**config.mk**
```make
export PLATFORM = sky130hd
export DESIGN_NAME = rx_multi_frame_packer
export DESIGN_NICKNAME = d
export VERILOG_FILES = /design/src/rtl/rx_frame_pkg.sv /design/src/rtl/rx_symbol_packer.sv /design/src/rtl/rx_multi_frame_packer.sv
export SDC_FILE = /design/constraint.sdc
export NUM_CORES = 1
export LEC_CHECK = 0
export ABC_AREA = 1
export BUFFER_PORTS_ARGS = -buffer_cell sky130_fd_sc_hd__buf_2
export CORE_ASPECT_RATIO = 1.2
export CORE_MARGIN = 3
export CORE_UTILIZATION = 40
export CTS_CLUSTER_SIZE = 30
export DETAILED_ROUTE_END_ITERATION = 10
export PLACE_DENSITY_LB_ADDON = 0.15
export SYNTH_ARGS = -nofsm -noshare
export SYNTH_HDL_FRONTEND = slang
export SYNTH_SLANG_ARGS = --single-unit
```
**constraint.sdc**
```tcl
create_clock -name WCLK -period 7.1 [get_ports WCLK]
set_clock_uncertainty 0.2 [all_clocks]
set_input_delay 1.065 -clock WCLK [delete_from_list [all_inputs] [get_ports WCLK]]
set_output_delay 1.065 -clock WCLK [all_outputs]
set_load 0.05 [all_outputs]
```
**src/rtl/rx_frame_pkg.sv**
```systemverilog
// rtl/rx_frame_pkg.sv - shared constants, types and helpers for the multi-channel frame packer
package rx_frame_pkg;

  localparam logic [7:0] K_SOF0 = 8'hFC;
  localparam logic [7:0] K_SOF1 = 8'hBC;
  localparam logic [7:0] K_EOF0 = 8'h5C;
  localparam logic [7:0] K_EOF1 = 8'h7C;
  localparam logic [7:0] K_IDLE = 8'h3C;
  localparam int SLOT_W = 9;
  localparam logic [SLOT_W-1:0] IDLE_SLOT = 9'h13C;

  typedef logic [SLOT_W-1:0] slot_t;
  typedef enum logic [1:0] {CLS_DATA, CLS_SOF, CLS_EOF, CLS_IDLE} sym_class_t;
  typedef enum logic {ST_EMPTY, ST_FILL} pack_state_t;

  function automatic int clog2(input int value);
    int r;
    r = 0;
    for (int i = 0; i < 31; i++) begin
      if ((1 << i) < value) r = i + 1;
    end
    clog2 = r;
  endfunction

  // Unrecognised K characters fall into the idle class.
  function automatic sym_class_t classify(input logic k, input logic [7:0] d);
    if (!k)                           classify = CLS_DATA;
    else if (d == K_SOF0 || d == K_SOF1) classify = CLS_SOF;
    else if (d == K_EOF0 || d == K_EOF1) classify = CLS_EOF;
    else                              classify = CLS_IDLE;
  endfunction

  function automatic logic [7:0] sat_add(input logic [7:0] a, input int b);
    int s;
    s = int'(a) + b;
    if (s > 255) sat_add = 8'hFF;
    else         sat_add = s[7:0];
  endfunction

endpackage

```
**src/rtl/rx_symbol_packer.sv**
```systemverilog
// rtl/rx_symbol_packer.sv - per-channel slot FSM, partial word and holding register(s)
// Optional timestamp holding register under RX_FRAME_TIMESTAMP_EN.
module rx_symbol_packer
  import rx_frame_pkg::*;
#(
  parameter int BPW = 3
) (
  input  logic                  i_clk,
  input  logic                  i_rst,
  input  logic                  i_enable,
  input  logic                  i_sym_valid,
  input  logic                  i_sym_k,
  input  logic [7:0]            i_sym_data,
  input  logic                  i_sym_err,
`ifdef RX_FRAME_TIMESTAMP_EN
  input  logic [31:0]           i_timestamp,
  output logic                  o_is_ts,
`endif
  input  logic                  i_grant,
  output logic                  o_req,
  output logic [SLOT_W*BPW-1:0] o_word,
  output logic [1:0]            o_lost,
  output logic                  o_dec_err
);

  localparam int WW = SLOT_W * BPW;
  localparam int SW = clog2(BPW);

  pack_state_t   r_state, w_state_nx;
  logic [SW-1:0] r_slot, w_slot_nx;
  logic [WW-1:0] r_part, w_part_nx;
  logic          w_cmp;
  logic [WW-1:0] w_cmp_word;
  logic          r_cmp_valid;
  logic [WW-1:0] r_cmp_word;
  logic          r_hold_valid;
  logic [WW-1:0] r_hold_word;
  logic          r_dec_err;
  logic          w_acc, w_err, w_data_take;
  sym_class_t    w_cls;
  slot_t         w_sym;

  assign w_acc = i_sym_valid & i_enable & ~i_sym_err;
  assign w_err = i_sym_valid & i_enable & i_sym_err;
  assign w_cls = classify(i_sym_k, i_sym_data);
  assign w_sym = {i_sym_k, i_sym_data};

  always_comb begin
    w_state_nx = r_state;
    w_slot_nx  = r_slot;
    w_part_nx  = r_part;
    w_cmp      = 1'b0;
    w_cmp_word = r_part;
    if (!i_enable) begin
      w_state_nx = ST_EMPTY;
      w_slot_nx  = '0;
    end else if (w_acc) begin
      if (w_cls == CLS_IDLE) begin
        if (r_state == ST_FILL) begin
          for (int i = 0; i < BPW; i++) begin
            if (i >= int'(r_slot)) w_cmp_word[(BPW-1-i)*SLOT_W +: SLOT_W] = IDLE_SLOT;
          end
          w_cmp      = 1'b1;
          w_state_nx = ST_EMPTY;
          w_slot_nx  = '0;
        end
      end else begin
        for (int i = 0; i < BPW; i++) begin
          if (i == int'(r_slot)) w_cmp_word[(BPW-1-i)*SLOT_W +: SLOT_W] = w_sym;
        end
        if (int'(r_slot) == BPW - 1) begin
          w_cmp      = 1'b1;
          w_state_nx = ST_EMPTY;
          w_slot_nx  = '0;
        end else begin
          w_part_nx  = w_cmp_word;
          w_state_nx = ST_FILL;
          w_slot_nx  = r_slot + 1'b1;
        end
      end
    end
  end

  always_ff @(posedge i_clk) begin
    if (i_rst) begin
      r_state      <= ST_EMPTY;
      r_slot       <= '0;
      r_part       <= '0;
      r_cmp_valid  <= 1'b0;
      r_cmp_word   <= '0;
      r_hold_valid <= 1'b0;
      r_hold_word  <= '0;
      r_dec_err    <= 1'b0;
    end else begin
      r_state     <= w_state_nx;
      r_slot      <= w_slot_nx;
      r_part      <= w_part_nx;
      r_cmp_valid <= w_cmp;
      r_cmp_word  <= w_cmp_word;
      r_dec_err   <= w_err;
      // A word granted away this cycle frees the register for the new one.
      if (r_cmp_valid && (!r_hold_valid || w_data_take)) begin
        r_hold_valid <= 1'b1;
        r_hold_word  <= r_cmp_word;
      end else if (w_data_take) begin
        r_hold_valid <= 1'b0;
      end
    end
  end

  assign o_lost[0] = r_cmp_valid & r_hold_valid & ~w_data_take;
  assign o_dec_err = r_dec_err;

`ifdef RX_FRAME_TIMESTAMP_EN
  logic          r_ts_valid;
  logic [WW-1:0] r_ts_word;
  logic          r_ts_lost;
  logic          w_sof, w_ts_take;

  assign w_sof       = w_acc & (w_cls == CLS_SOF);
  assign w_ts_take   = i_grant & r_ts_valid;
  assign w_data_take = i_grant & ~r_ts_valid;

  always_ff @(posedge i_clk) begin
    if (i_rst) begin
      r_ts_valid <= 1'b0;
      r_ts_word  <= '0;
      r_ts_lost  <= 1'b0;
    end else begin
      r_ts_lost <= w_sof & r_ts_valid & ~w_ts_take;
      if (w_sof && (!r_ts_valid || w_ts_take)) begin
        r_ts_valid <= 1'b1;
        r_ts_word  <= WW'(i_timestamp);
      end else if (w_ts_take) begin
        r_ts_valid <= 1'b0;
      end
    end
  end

  assign o_req     = r_hold_valid | r_ts_valid;
  assign o_is_ts   = r_ts_valid;
  assign o_word    = r_ts_valid ? r_ts_word : r_hold_word;
  assign o_lost[1] = r_ts_lost;
`else
  assign w_data_take = i_grant;
  assign o_req       = r_hold_valid;
  assign o_word      = r_hold_word;
  assign o_lost[1]   = 1'b0;
`endif

endmodule

```
**src/rtl/rx_multi_frame_packer.sv**
```systemverilog
// rtl/rx_multi_frame_packer.sv - round-robin merge of per-channel packed words into one FWFT FIFO
// RX_FRAME_TIMESTAMP_EN adds the TIMESTAMP input and a timestamp-word flag on OUT_DATA.
module rx_multi_frame_packer
  import rx_frame_pkg::*;
#(
  parameter int NCH   = 4,
  parameter int BPW   = 3,
  parameter int DEPTH = 16,
  localparam int CHW  = (NCH > 1) ? clog2(NCH) : 1,
  localparam int LW   = clog2(DEPTH) + 1,
`ifdef RX_FRAME_TIMESTAMP_EN
  localparam int W    = 1 + CHW + SLOT_W * BPW
`else
  localparam int W    = CHW + SLOT_W * BPW
`endif
) (
  input  logic             WCLK,
  input  logic             RESET,
  input  logic [NCH-1:0]   ENABLE,
  input  logic [NCH-1:0]   SYM_VALID,
  input  logic [NCH-1:0]   SYM_K,
  input  logic [8*NCH-1:0] SYM_DATA,
  input  logic [NCH-1:0]   SYM_ERR,
`ifdef RX_FRAME_TIMESTAMP_EN
  input  logic [31:0]      TIMESTAMP,
`endif
  output logic [W-1:0]     OUT_DATA,
  output logic             OUT_VALID,
  input  logic             OUT_READY,
  output logic [LW-1:0]    FIFO_LEVEL,
  output logic [7:0]       LOST_ERR_CNT,
  output logic [7:0]       DEC_ERR_CNT
);

  localparam int WW = SLOT_W * BPW;
  localparam int AW = clog2(DEPTH);

  logic [NCH-1:0] w_req, w_grant, w_dec_err;
  logic [WW-1:0]  w_word [NCH];
  logic [1:0]     w_lost [NCH];
  logic           w_any, w_full, w_push, w_pop;
  logic [CHW-1:0] w_gnt_idx;
  logic [CHW-1:0] r_ptr;
  logic [W-1:0]   w_push_data;
  logic [W-1:0]   r_mem [DEPTH];
  logic [AW-1:0]  r_wr, r_rd;
  logic [LW-1:0]  r_level;
  int             w_lost_sum, w_err_sum;
`ifdef RX_FRAME_TIMESTAMP_EN
  logic [NCH-1:0] w_is_ts;
`endif

  for (genvar g = 0; g < NCH; g++) begin : g_ch
    rx_symbol_packer #(.BPW(BPW)) u_packer (
      .i_clk       (WCLK),
      .i_rst       (RESET),
      .i_enable    (ENABLE[g]),
      .i_sym_valid (SYM_VALID[g]),
      .i_sym_k     (SYM_K[g]),
      .i_sym_data  (SYM_DATA[8*g +: 8]),
      .i_sym_err   (SYM_ERR[g]),
`ifdef RX_FRAME_TIMESTAMP_EN
      .i_timestamp (TIMESTAMP),
      .o_is_ts     (w_is_ts[g]),
`endif
      .i_grant     (w_grant[g]),
      .o_req       (w_req[g]),
      .o_word      (w_word[g]),
      .o_lost      (w_lost[g]),
      .o_dec_err   (w_dec_err[g])
    );
  end

  // First requester at or after the pointer wins; nothing is granted into a full FIFO.
  always_comb begin
    int v_idx;
    v_idx     = 0;
    w_any     = 1'b0;
    w_gnt_idx = '0;
    w_grant   = '0;
    if (!w_full) begin
      for (int i = 0; i < NCH; i++) begin
        v_idx = (int'(r_ptr) + i) % NCH;
        if (!w_any && w_req[v_idx]) begin
          w_any     = 1'b1;
          w_gnt_idx = CHW'(v_idx);
        end
      end
    end
    for (int i = 0; i < NCH; i++) begin
      w_grant[i] = w_any && (w_gnt_idx == CHW'(i));
    end
  end

`ifdef RX_FRAME_TIMESTAMP_EN
  assign w_push_data = {w_is_ts[w_gnt_idx], w_gnt_idx, w_word[w_gnt_idx]};
`else
  assign w_push_data = {w_gnt_idx, w_word[w_gnt_idx]};
`endif

  assign w_full     = (r_level == LW'(DEPTH));
  assign w_push     = w_any;
  assign w_pop      = OUT_VALID & OUT_READY;
  assign OUT_VALID  = (r_level != '0);
  assign OUT_DATA   = r_mem[r_rd];
  assign FIFO_LEVEL = r_level;

  always_comb begin
    w_lost_sum = 0;
    w_err_sum  = 0;
    for (int i = 0; i < NCH; i++) begin
      w_lost_sum = w_lost_sum + int'(w_lost[i][0]) + int'(w_lost[i][1]);
      w_err_sum  = w_err_sum + int'(w_dec_err[i]);
    end
  end

  always_ff @(posedge WCLK) begin
    if (w_push) r_mem[r_wr] <= w_push_data;
  end

  always_ff @(posedge WCLK) begin
    if (RESET) begin
      r_ptr        <= '0;
      r_wr         <= '0;
      r_rd         <= '0;
      r_level      <= '0;
      LOST_ERR_CNT <= '0;
      DEC_ERR_CNT  <= '0;
    end else begin
      if (w_any) r_ptr <= (int'(w_gnt_idx) == NCH - 1) ? '0 : w_gnt_idx + 1'b1;
      if (w_push) r_wr <= r_wr + 1'b1;
      if (w_pop)  r_rd <= r_rd + 1'b1;
      case ({w_push, w_pop})
        2'b10:   r_level <= r_level + 1'b1;
        2'b01:   r_level <= r_level - 1'b1;
        default: r_level <= r_level;
      endcase
      LOST_ERR_CNT <= sat_add(LOST_ERR_CNT, w_lost_sum);
      DEC_ERR_CNT  <= sat_add(DEC_ERR_CNT, w_err_sum);
    end
  end

endmodule

```
==> impl_metrics.tcl, run 1 <==
set metrics [dict create \
    status "completed" \
    syn_inst 3810 \
    antenna_found_initial 3 \
    overflow 0 \
    dp_hpwl_um 54210 \
    antenna_cells 0 \
    firstDrtPassIters 5 \
    synth.distinct_cells 41 \
    ys_async_sr_fraction 0 \
    die_w_um 280.2 \
    tns_ns 0 \
    ys_seq_area_frac 0.5985 \
    areaGrowthSynthToFinish_pct 12.20 \
    drt-total-wl_um 92240 \
    synth-simple-area-share 0.1349 \
    clkTransAtPathRegs_ns 0.07 \
    die_area_um2 93880 \
    track_usage 0.1936 \
    min_period_ns 5.442 \
    holdPathStages 2 \
    clock.fmax_ghz 0.1837 \
    synth.area.mux_share 0.03328 \
    path_class "reg2reg" \
    grt_max_degree 207 \
    synth_xor_area_frac 0.002427 \
    core_area_um2 89340 \
    clockBufferDepth 3 \
    place_congestion 0.8435 \
    via_count 25680 \
    cp.required_ns 7.49 \
    synth_top_family_by_area "compound AO/OA/AOI/OAI gates" \
    drive_above_1_share 0.08021 \
    synth_seq_cells 847 \
    cap_viol_max_count 0 \
    dp.cells 4884 \
    cellPowerDensity_nw_per_um2 394.2 \
    stdcell_area_um2 40490 \
    via_per_inst 5.086 \
    drt_iter0_drc 1808 \
    finalHoldViolations 0 \
    fin_crit_sh 0.7665 \
    final_antenna_net_count 0 \
    clkLatencyLatePin_ns 0.66 \
    synth_warnings 0 \
    layout_common_cells "550 x nand2_1, 535 x inv_1, 464 x edfxtp_1" \
    critPathCaptureType "flop" \
    grt_pass1_vias 24180 \
    synth_edf_count 464 \
    portBuffers 101 \
    rsz0062_at_grt "no" \
    report.final.slew_viol_count 0 \
    cts_tree "done" \
    ioPinCount 102 \
    syn_avg_cell_area_um2 9.473 \
    rows 120 \
    grt_pass1_wl_um 141800 \
    vdd_ir_drop_max_v 0.0003163 \
    post_dp_cell_area_um2 37550 \
    num-fill-cells 8568 \
    cts-root-buf "clkbuf_16" \
    p_leak_nw 15.43 \
    finalSetupViolations 0 \
    synth-main-ff-cell "edfxtp_1" \
    initial_core_util 0.4040 \
    synthesis.area_um2 36090 \
    synth_fa_ha_area_frac 0.009083 \
    final_common_cell "nand2_1" \
    wl_per_cell_um 18.27 \
    synth-compound-area-share 0.1388 \
    hold_class "reg2reg" \
    critPathArrivalTime_ns 5.83 \
    drc 0 \
    cts_setup_buffers 0 \
    cp-start-kind "flop" \
    fin_cells 5049 \
    cts_resized 0 \
    clock_sinks 847 \
    die_y_um 335.0 \
    p_total_mw 15.96 \
    nNetsFinal 3888 \
    cts_buffers 88 \
    crit_fanout 62 \
    ctsHtreeMaxLevel 3 \
    hold_buffers 0 \
    slew_headroom 0.2134 \
    syn_nets 3883 \
    reg2reg_depth 21 \
    worst_slew_pin_slew_ns 1.176 \
]
==> critical path, cell delays in order, from the launching register on <==
cell and delay (ns):
dfxtp_1 0.50, inv_1 0.19, nand2_1 0.12, nand3_1 0.09
o21ai_1 0.11, inv_1 0.10, nand3_2 0.17, nand2_4 0.12
inv_4 0.50, nand2_4 0.53, ha_1 0.38, nand3_1 0.12
nand3_1 0.11, fa_1 0.52, fa_1 0.43, inv_1 0.10
fa_1 0.21, nand3_1 0.12, nor2_1 0.14, and3_1 0.18
nand2_1 0.18, a21oi_1 0.19
==> state kept, by name, indices dropped and copies added, names as in the netlist, named ones only <==
register / flops
DEC_ERR_CNT: 8
FIFO_LEVEL: 5
LOST_ERR_CNT: 8
g_ch.u_packer.o_dec_err: 4
g_ch.u_packer.o_req: 4
g_ch.u_packer.o_word: 108
g_ch.u_packer.r_cmp_valid: 4
g_ch.u_packer.r_cmp_word: 108
g_ch.u_packer.r_part: 108
g_ch.u_packer.r_slot: 8
g_ch.u_packer.r_state: 4
r_mem: 464
r_ptr: 2
r_rd: 4
r_wr: 4
==> report_power, final <==
group / switching [mW] / leakage (nW) / internal, mW
logic: 3.62 / 6.63 / 1.01
registers: 0.119 / 7.38 / 6.52
clock network: 1.96 / 1.43 / 2.74
==> metal layers <==
metal | GRT usage | up-vias | part of all wire
met2 | 0.3245 | 525 | 0.48
met3 | 0.02319 | 154 | 0.042
li1 | - | 12880 | -
met1 | 0.2602 | 12120 | 0.45
met5 | 0 | - | 0
met4 | 0.06606 | 0 | 0.028
==> cell families (layout without fill, tap and decap cells) <==
logic type / count (synthesis) / in the layout
AOI/OAI and AO/OA: 904 / 904
xor gates and xnor gates: 10 / 10
adders and majority gates: 22 / 22
buffers and inverters: 767 / 847
DFF: 847 / 847
muxes: 120 / 120
and+or+nand+nor: 1140 / 1140
==> through the flow <==
stage	hold slack (ns)	worst slack, ns	utilization
after floorplan	0.2144	2.997	-
after global routing	0.2448	1.055	0.4533
after global placement	0.2233	1.766	0.4204
after detailed placement	0.2290	1.668	0.4204
final	0.2352	1.658	0.4533
after CTS	0.2379	1.663	0.4533
==> cells in the mapped netlist (7+ instances only) <==
library cell	count	area share
o22ai_1	8	0.0014
mux2i_1	120	0.033
nand2_2	8	0.0014
a21oi_1	386	0.054
nand3_1	237	0.033
nand2_1	550	0.057
nor2_1	266	0.028
inv_1	536	0.056
o2111ai_1	23	0.0056
nor3_1	14	0.0019
clkbuf_1	136	0.014
nand3b_1	55	0.011
fa_1	7	0.0039
o21ai_0	333	0.046
ha_1	15	0.0052
o211ai_1	131	0.027
edfxtp_1	464	0.39
buf_1	27	0.0028
dfxtp_1	383	0.21
buf_2	52	0.0072
==> path summary, 6_finish.rpt <==
path	from	end	slack (ns)
max reg2reg	r_ptr[0]	LOST_ERR_CNT[7]	1.66
min	g_ch[2].u_packer.r_part[7]	g_ch[2].u_packer.r_part[7]	0.24
max	r_ptr[0]	LOST_ERR_CNT[7]	1.66
min reg2reg	g_ch[2].u_packer.r_part[7]	g_ch[2].u_packer.r_part[7]	0.24
==> cell type report <==
cell class	count	area [um2]	share of cell area
sequential	847	21620	0.5339
multi-input combinational	2196	11610	0.2868
clock buffer	125	2431	0.06004
inverter	545	2054	0.05074
tap	1159	1450	0.03581
timing repair buffer	137	815.8	0.02015
clock inverter	40	509.2	0.01258
Note: power is estimated with default switching activity, not from simulation.
==> run 2: changes to the inputs <==
==> constraint.sdc (replaced) <==
create_clock -name WCLK -period 4.6 [get_ports WCLK]
set_clock_uncertainty 0.2 [all_clocks]
set_input_delay 0.69 -clock WCLK [delete_from_list [all_inputs] [get_ports WCLK]]
set_output_delay 0.69 -clock WCLK [all_outputs]
set_load 0.05 [all_outputs]
==> impl_metrics.tcl, run 2 (synthesis results as in run 1) <==
set metrics [dict create \
    status "completed" \
    fin_cells 5060 \
    drt-total-wl_um 91920 \
    track_usage 0.1941 \
    crit_slowest_cell "fa_1" \
    max_stage_delay_ns 0.48 \
    die_w_um 280.2 \
    fin_crit_sh 0.9234 \
    cp.required_ns 4.97 \
    die_y_um 335.0 \
    clockBufferDepth 3 \
    rows 120 \
    finalHoldViolations 0 \
    die_area_um2 93880 \
    stdcell_area_um2 40660 \
    rsz0062_at_grt "no" \
    cellPowerDensity_nw_per_um2 605.0 \
    clock_sinks 847 \
    critPathArrivalTime_ns 4.61 \
    reg2reg_depth 18 \
    grt_pass1_wl_um 142700 \
    via_count 25660 \
    r2r_start "FIFO_LEVEL[0]" \
    cts_buffers 87 \
    report.final.slew_viol_count 0 \
    initial_core_util 0.4040 \
    ioPinCount 102 \
    crit_path_frequent_cell "nand2_1" \
    via_per_inst 5.070 \
    antenna_cells 0 \
    top_register "r_mem" \
    drive_above_1_share 0.08511 \
    areaGrowthSynthToFinish_pct 12.65 \
    overflow 0 \
    worstHoldStart "SYM_VALID[3]" \
    multi_input_area_um2 11610 \
    final_antenna_net_count 0 \
    post_dp_cell_area_um2 37850 \
    cts-root-buf "clkbuf_16" \
    critical_path_depth 18 \
    min_period_ns 4.247 \
    clock.fmax_ghz 0.2354 \
    cp_cell_sequence "nor4_1 > nand2_1 > nand2_1 > inv_1 > nand2_1 > inv_2 > ha_1 > nand3_1 > nand3_1 > fa_1 > fa_1 > inv_1 > fa_1 > nand3_1 > nor2_1 > and3_1 > nand2_1 > a21oi_1" \
    dp_hpwl_um 58600 \
    cap_viol_max_count 0 \
    r2r_end "LOST_ERR_CNT[5]" \
    ctsHtreeMaxLevel 3 \
    p_leak_nw 15.51 \
    nNetsFinal 3907 \
    core_area_um2 89340 \
    antenna_found_initial 1 \
    cts_tree "done" \
    cp-start-kind "flop" \
    slew_headroom 0.1964 \
    drc 0 \
    ff2ff_setup_slack_ns 0.35 \
    clkTransAtPathRegs_ns 0.06 \
    cts_setup_buffers 0 \
    cp.buffers_inverters 3 \
    grt_pass1_vias 24040 \
    finalSetupViolations 0 \
    path_class "reg2reg" \
    ff_latch_area_um2 21620 \
    largest_register_ffs 464 \
    holdPathStages 3 \
    hold_class "in2reg" \
    min_to "g_ch[3].u_packer.o_dec_err" \
    clkLatencyLatePin_ns 0.65 \
    crit_fanout 7 \
    critPathCaptureType "flop" \
    wl_per_cell_um 18.17 \
    drt_iter0_drc 1586 \
    vdd_ir_drop_max_v 0.0005535 \
    worst_slew_pin_slew_ns 1.201 \
    crit_family "simple AND/OR/NAND/NOR gates" \
    portBuffers 101 \
    firstDrtPassIters 5 \
    final_common_cell "nand2_1" \
    num-fill-cells 8554 \
    layout_common_cells "550 x nand2_1, 535 x inv_1, 464 x edfxtp_1" \
    place_congestion 0.8250 \
    dp.cells 4904 \
    grt_max_degree 117 \
]
run 2: changes by cell type in the layout (fill, tap and decap cells not counted), sizes merged:
cell | previous run | this run
clkinvlp | 1 | 0
bufinv | 9 | 4
clkinv | 30 | 37
buf | 137 | 157
inv | 545 | 544
clkbuf | 125 | 116
run 2: how the worst max path moves through the flow:
stage                       start              end  slack [ns]
finish              FIFO_LEVEL[0]  LOST_ERR_CNT[5]        0.35
global route             r_ptr[0]  LOST_ERR_CNT[7]        0.01
CTS                      r_ptr[0]  LOST_ERR_CNT[7]         0.1
detailed placement       r_ptr[0]  LOST_ERR_CNT[7]      -0.004
global placement         r_ptr[0]  LOST_ERR_CNT[5]       -0.03
floorplan           FIFO_LEVEL[0]  LOST_ERR_CNT[3]        0.50
run 2: power breakdown:
part           switching (mW)  internal [mW]
logic                    5.77           1.65
registers               0.192           10.1
clock network            3.01           3.91
run 2: worst reg2reg max path, stage by stage, from the launching register on:
cell	delay (ns)
dfxtp_1	0.34
nor4_1	0.40
nand2_1	0.36
nand2_1	0.17
inv_1	0.05
nand2_1	0.12
inv_2	0.05
ha_1	0.18
nand3_1	0.14
nand3_1	0.11
fa_1	0.48
fa_1	0.45
inv_1	0.10
fa_1	0.21
nand3_1	0.11
nor2_1	0.14
and3_1	0.19
nand2_1	0.17
a21oi_1	0.18
run 2: what timing repair did:
action | 4_1_cts | 5_1_grt
setup endpoints to repair | 5 | 8
hold buffers | 0 | 0
gates resized for setup | 1 | 4
run 2: per-stage QoR:
step	total power [mW]	worst slack [ns]	utilization	hold slack [ns]	TNS [ns]
after global routing	25.86	0.01397	0.4551	0.03019	0
after CTS	24.84	0.09816	0.4550	0.01075	0
after floorplan	15.25	0.4971	-	0.2144	0
final	24.60	0.3525	0.4551	0.07116	0
after global placement	17.83	-0.02587	0.4237	0.2237	-0.06501
after detailed placement	17.88	-0.004189	0.4237	0.2266	-0.004189
run 2: area by class of cell:
| type | count | share of cell area |
|---|---|---|
| Multi-Input combinational cell | 2196 | 0.2857 |
| Clock buffer | 116 | 0.05875 |
| Sequential cell | 847 | 0.5317 |
| Timing Repair Buffer | 157 | 0.02764 |
| Clock inverter | 40 | 0.009940 |
| Tap cell | 1159 | 0.03567 |
| Inverter | 545 | 0.05059 |
run 2: routing by layer:
metal	vias up	routed length (um)	GRT usage	share of wire
met5	-	13	0	0.00014
met4	2	2332	0.06117	0.025
met3	109	3638	0.02381	0.040
met2	518	44200	0.3222	0.48
met1	12120	41740	0.2652	0.45
li1	12900	-	-	-
==> run 3: changes to the inputs <==
--- a/config.mk
+++ b/config.mk
@@ -12,7 +12,9 @@
 export CORE_UTILIZATION = 40
 export CTS_CLUSTER_SIZE = 30
 export DETAILED_ROUTE_END_ITERATION = 10
+export GPL_TIMING_DRIVEN = 0
 export PLACE_DENSITY_LB_ADDON = 0.15
+export REMOVE_ABC_BUFFERS = 1
 export SYNTH_ARGS = -nofsm -noshare
 export SYNTH_HDL_FRONTEND = slang
 export SYNTH_SLANG_ARGS = --single-unit
==> impl_metrics.tcl, run 3 (synthesis results as in run 1) <==
set metrics [dict create \
    path_class "reg2reg" \
    p_total_mw 25.29 \
    hold_buffers 0 \
    cap_viol_max_count 0 \
    cp-start-kind "flop" \
    portBuffers 101 \
    drive_above_1_share 0.08821 \
    rows 120 \
    dp_slack_ns -1.455 \
    dp.cells 4881 \
    vdd_ir_drop_max_v 0.0003470 \
    status "completed" \
    wl_per_cell_um 18.80 \
    clkLatencyLatePin_ns 0.65 \
    top_register "r_mem" \
    ff2ff_setup_slack_ns 0.26 \
    final_antenna_net_count 0 \
    critPathArrivalTime_ns 4.70 \
    dp_hpwl_um 57730 \
    antenna_cells 0 \
    cellPowerDensity_nw_per_um2 612.3 \
    r2r_end "LOST_ERR_CNT[3]" \
    core_area_um2 89340 \
    ff_latch_area_um2 21620 \
    min_period_ns 4.340 \
    firstDrtPassIters 5 \
    cts-root-buf "clkbuf_16" \
    via_per_inst 5.141 \
    cts_buffers 89 \
    finalHoldViolations 0 \
    reg2reg_depth 23 \
    slew_headroom 0.1840 \
    antenna_found_initial 0 \
    die_w_um 280.2 \
    ctsHtreeMaxLevel 3 \
    report.final.slew_viol_count 0 \
    worst_slew_pin_slew_ns 1.219 \
    via_count 26010 \
    multi_input_area_um2 11770 \
    worstHoldStart "SYM_VALID[3]" \
    drc 0 \
    layout_setup_ws_ns 0.2596 \
    clkTransAtPathRegs_ns 0.06 \
    cp.required_ns 4.96 \
    finalSetupViolations 0 \
    overflow 0 \
    drt_iter0_drc 1788 \
    place_congestion 0.7987 \
    ioPinCount 102 \
    holdPathStages 3 \
    p_leak_nw 15.73 \
    drt-total-wl_um 95110 \
    die_y_um 335.0 \
    largest_register_ffs 464 \
    r2r_start "r_ptr[0]" \
    areaGrowthSynthToFinish_pct 14.45 \
    hold_class "in2reg" \
    num-fill-cells 8503 \
    die_area_um2 93880 \
    grt_pass1_vias 24420 \
    nNetsFinal 3900 \
    grt_pass1_wl_um 143700 \
    fin_crit_sh 0.9436 \
    crit_fanout 45 \
    critPathCaptureType "flop" \
    track_usage 0.1979 \
    grt_max_degree 125 \
    layout_common_cells "546 x nand2_1, 532 x inv_1, 464 x edfxtp_1" \
    clock.fmax_ghz 0.2304 \
    clock_sinks 847 \
    min_to "g_ch[3].u_packer.o_dec_err" \
    critPathLaunch "r_ptr[0]" \
    clockBufferDepth 3 \
    fin_cells 5059 \
    initial_core_util 0.4040 \
    final_common_cell "nand2_1" \
    cts_tree "done" \
]
## run 3: cell types whose count changed in the layout (fill, tap and decap cells not counted), moves of 4 or more
cell       change
nand2_1        -4
buf_4         -34
buf_16        +18
clkbuf_8       +5
nand2_4        +4
nand2_8        +4
bufinv_16      +4
## run 3: metrics by stage
| stage | TNS, ns | utilization | hold slack [ns] | area [um2] |
|---|---|---|---|---|
| 2_1_floorplan | -150.03 | - | 0.2144 | 35140 |
| 3_3_place_gp | -2536.27 | 0.4153 | 0.2217 | 37100 |
| 3_5_place_dp | -61.75 | 0.4259 | 0.2274 | 38050 |
| 4_1_cts | 0 | 0.4608 | 0.03417 | 41170 |
| 5_1_grt | -0.05672 | 0.4624 | 0.05228 | 41310 |
| 6_report | 0 | 0.4624 | 0.07636 | 41310 |
## run 3: area by class of cell
cell class | instances | area share
flip-flops and latches | 847 | 0.5235
inverters | 545 | 0.05110
clock buffers | 122 | 0.06113
repair inverters | 2 | 0.0004241
well taps | 1159 | 0.03511
clock inverters | 42 | 0.01090
repair buffers | 141 | 0.03293
multi-input cells | 2201 | 0.2849
## run 3: worst max path at each step
stage               cells after the start  slack [ns]               to
floorplan                               4       -4.89     OUT_DATA[14]
global placement                        5       -8.85     OUT_DATA[18]
detailed placement                     23       -1.45  LOST_ERR_CNT[5]
CTS                                    21        0.04  LOST_ERR_CNT[3]
global route                           23       -0.03  LOST_ERR_CNT[3]
finish                                 23        0.26  LOST_ERR_CNT[3]
## run 3: worst max-delay path, stage by stage, from the launching register on
cell	delay [ns]
dfxtp_4	0.42
inv_4	0.08
nand2_1	0.06
nand2_1	0.10
nand2_2	0.09
nand2_1	0.08
nor2_4	0.15
nand3b_1	0.10
nand2_1	0.08
inv_2	0.11
nand2_8	0.16
clkinv_16	0.14
ha_1	0.22
nand3_1	0.12
nand3_1	0.11
fa_1	0.49
fa_1	0.42
inv_1	0.10
fa_1	0.22
nand3_1	0.13
nor2_2	0.12
and3_1	0.19
nand2_2	0.12
a21oi_1	0.17
## run 3: repair_timing
action | in CTS | in global routing
setup endpoints to repair | 120 | 8
hold endpoints to repair | 0 | 0
buffers inserted | 1 | 6
gates cloned | 5 | 2
pin swaps | 2 | 4
resized for setup | 20 | 15
## run 3: routing by layer
| metal | global-route usage | wire length (um) |
|---|---|---|
| met2 | 0.3373 | 46120 |
| met3 | 0.02340 | 4143 |
| met4 | 0.08608 | 3930 |
| met1 | 0.2538 | 40920 |
| met5 | 0 | 0 |
## run 3: power by group
group | internal (mW) | switching [mW] | total (mW)
Sequential | 10.1 | 0.264 | 10.3
Clock | 4.30 | 3.00 | 7.30
Combinational | 1.79 | 5.86 | 7.66
Total | 16.2 | 9.13 | 25.3
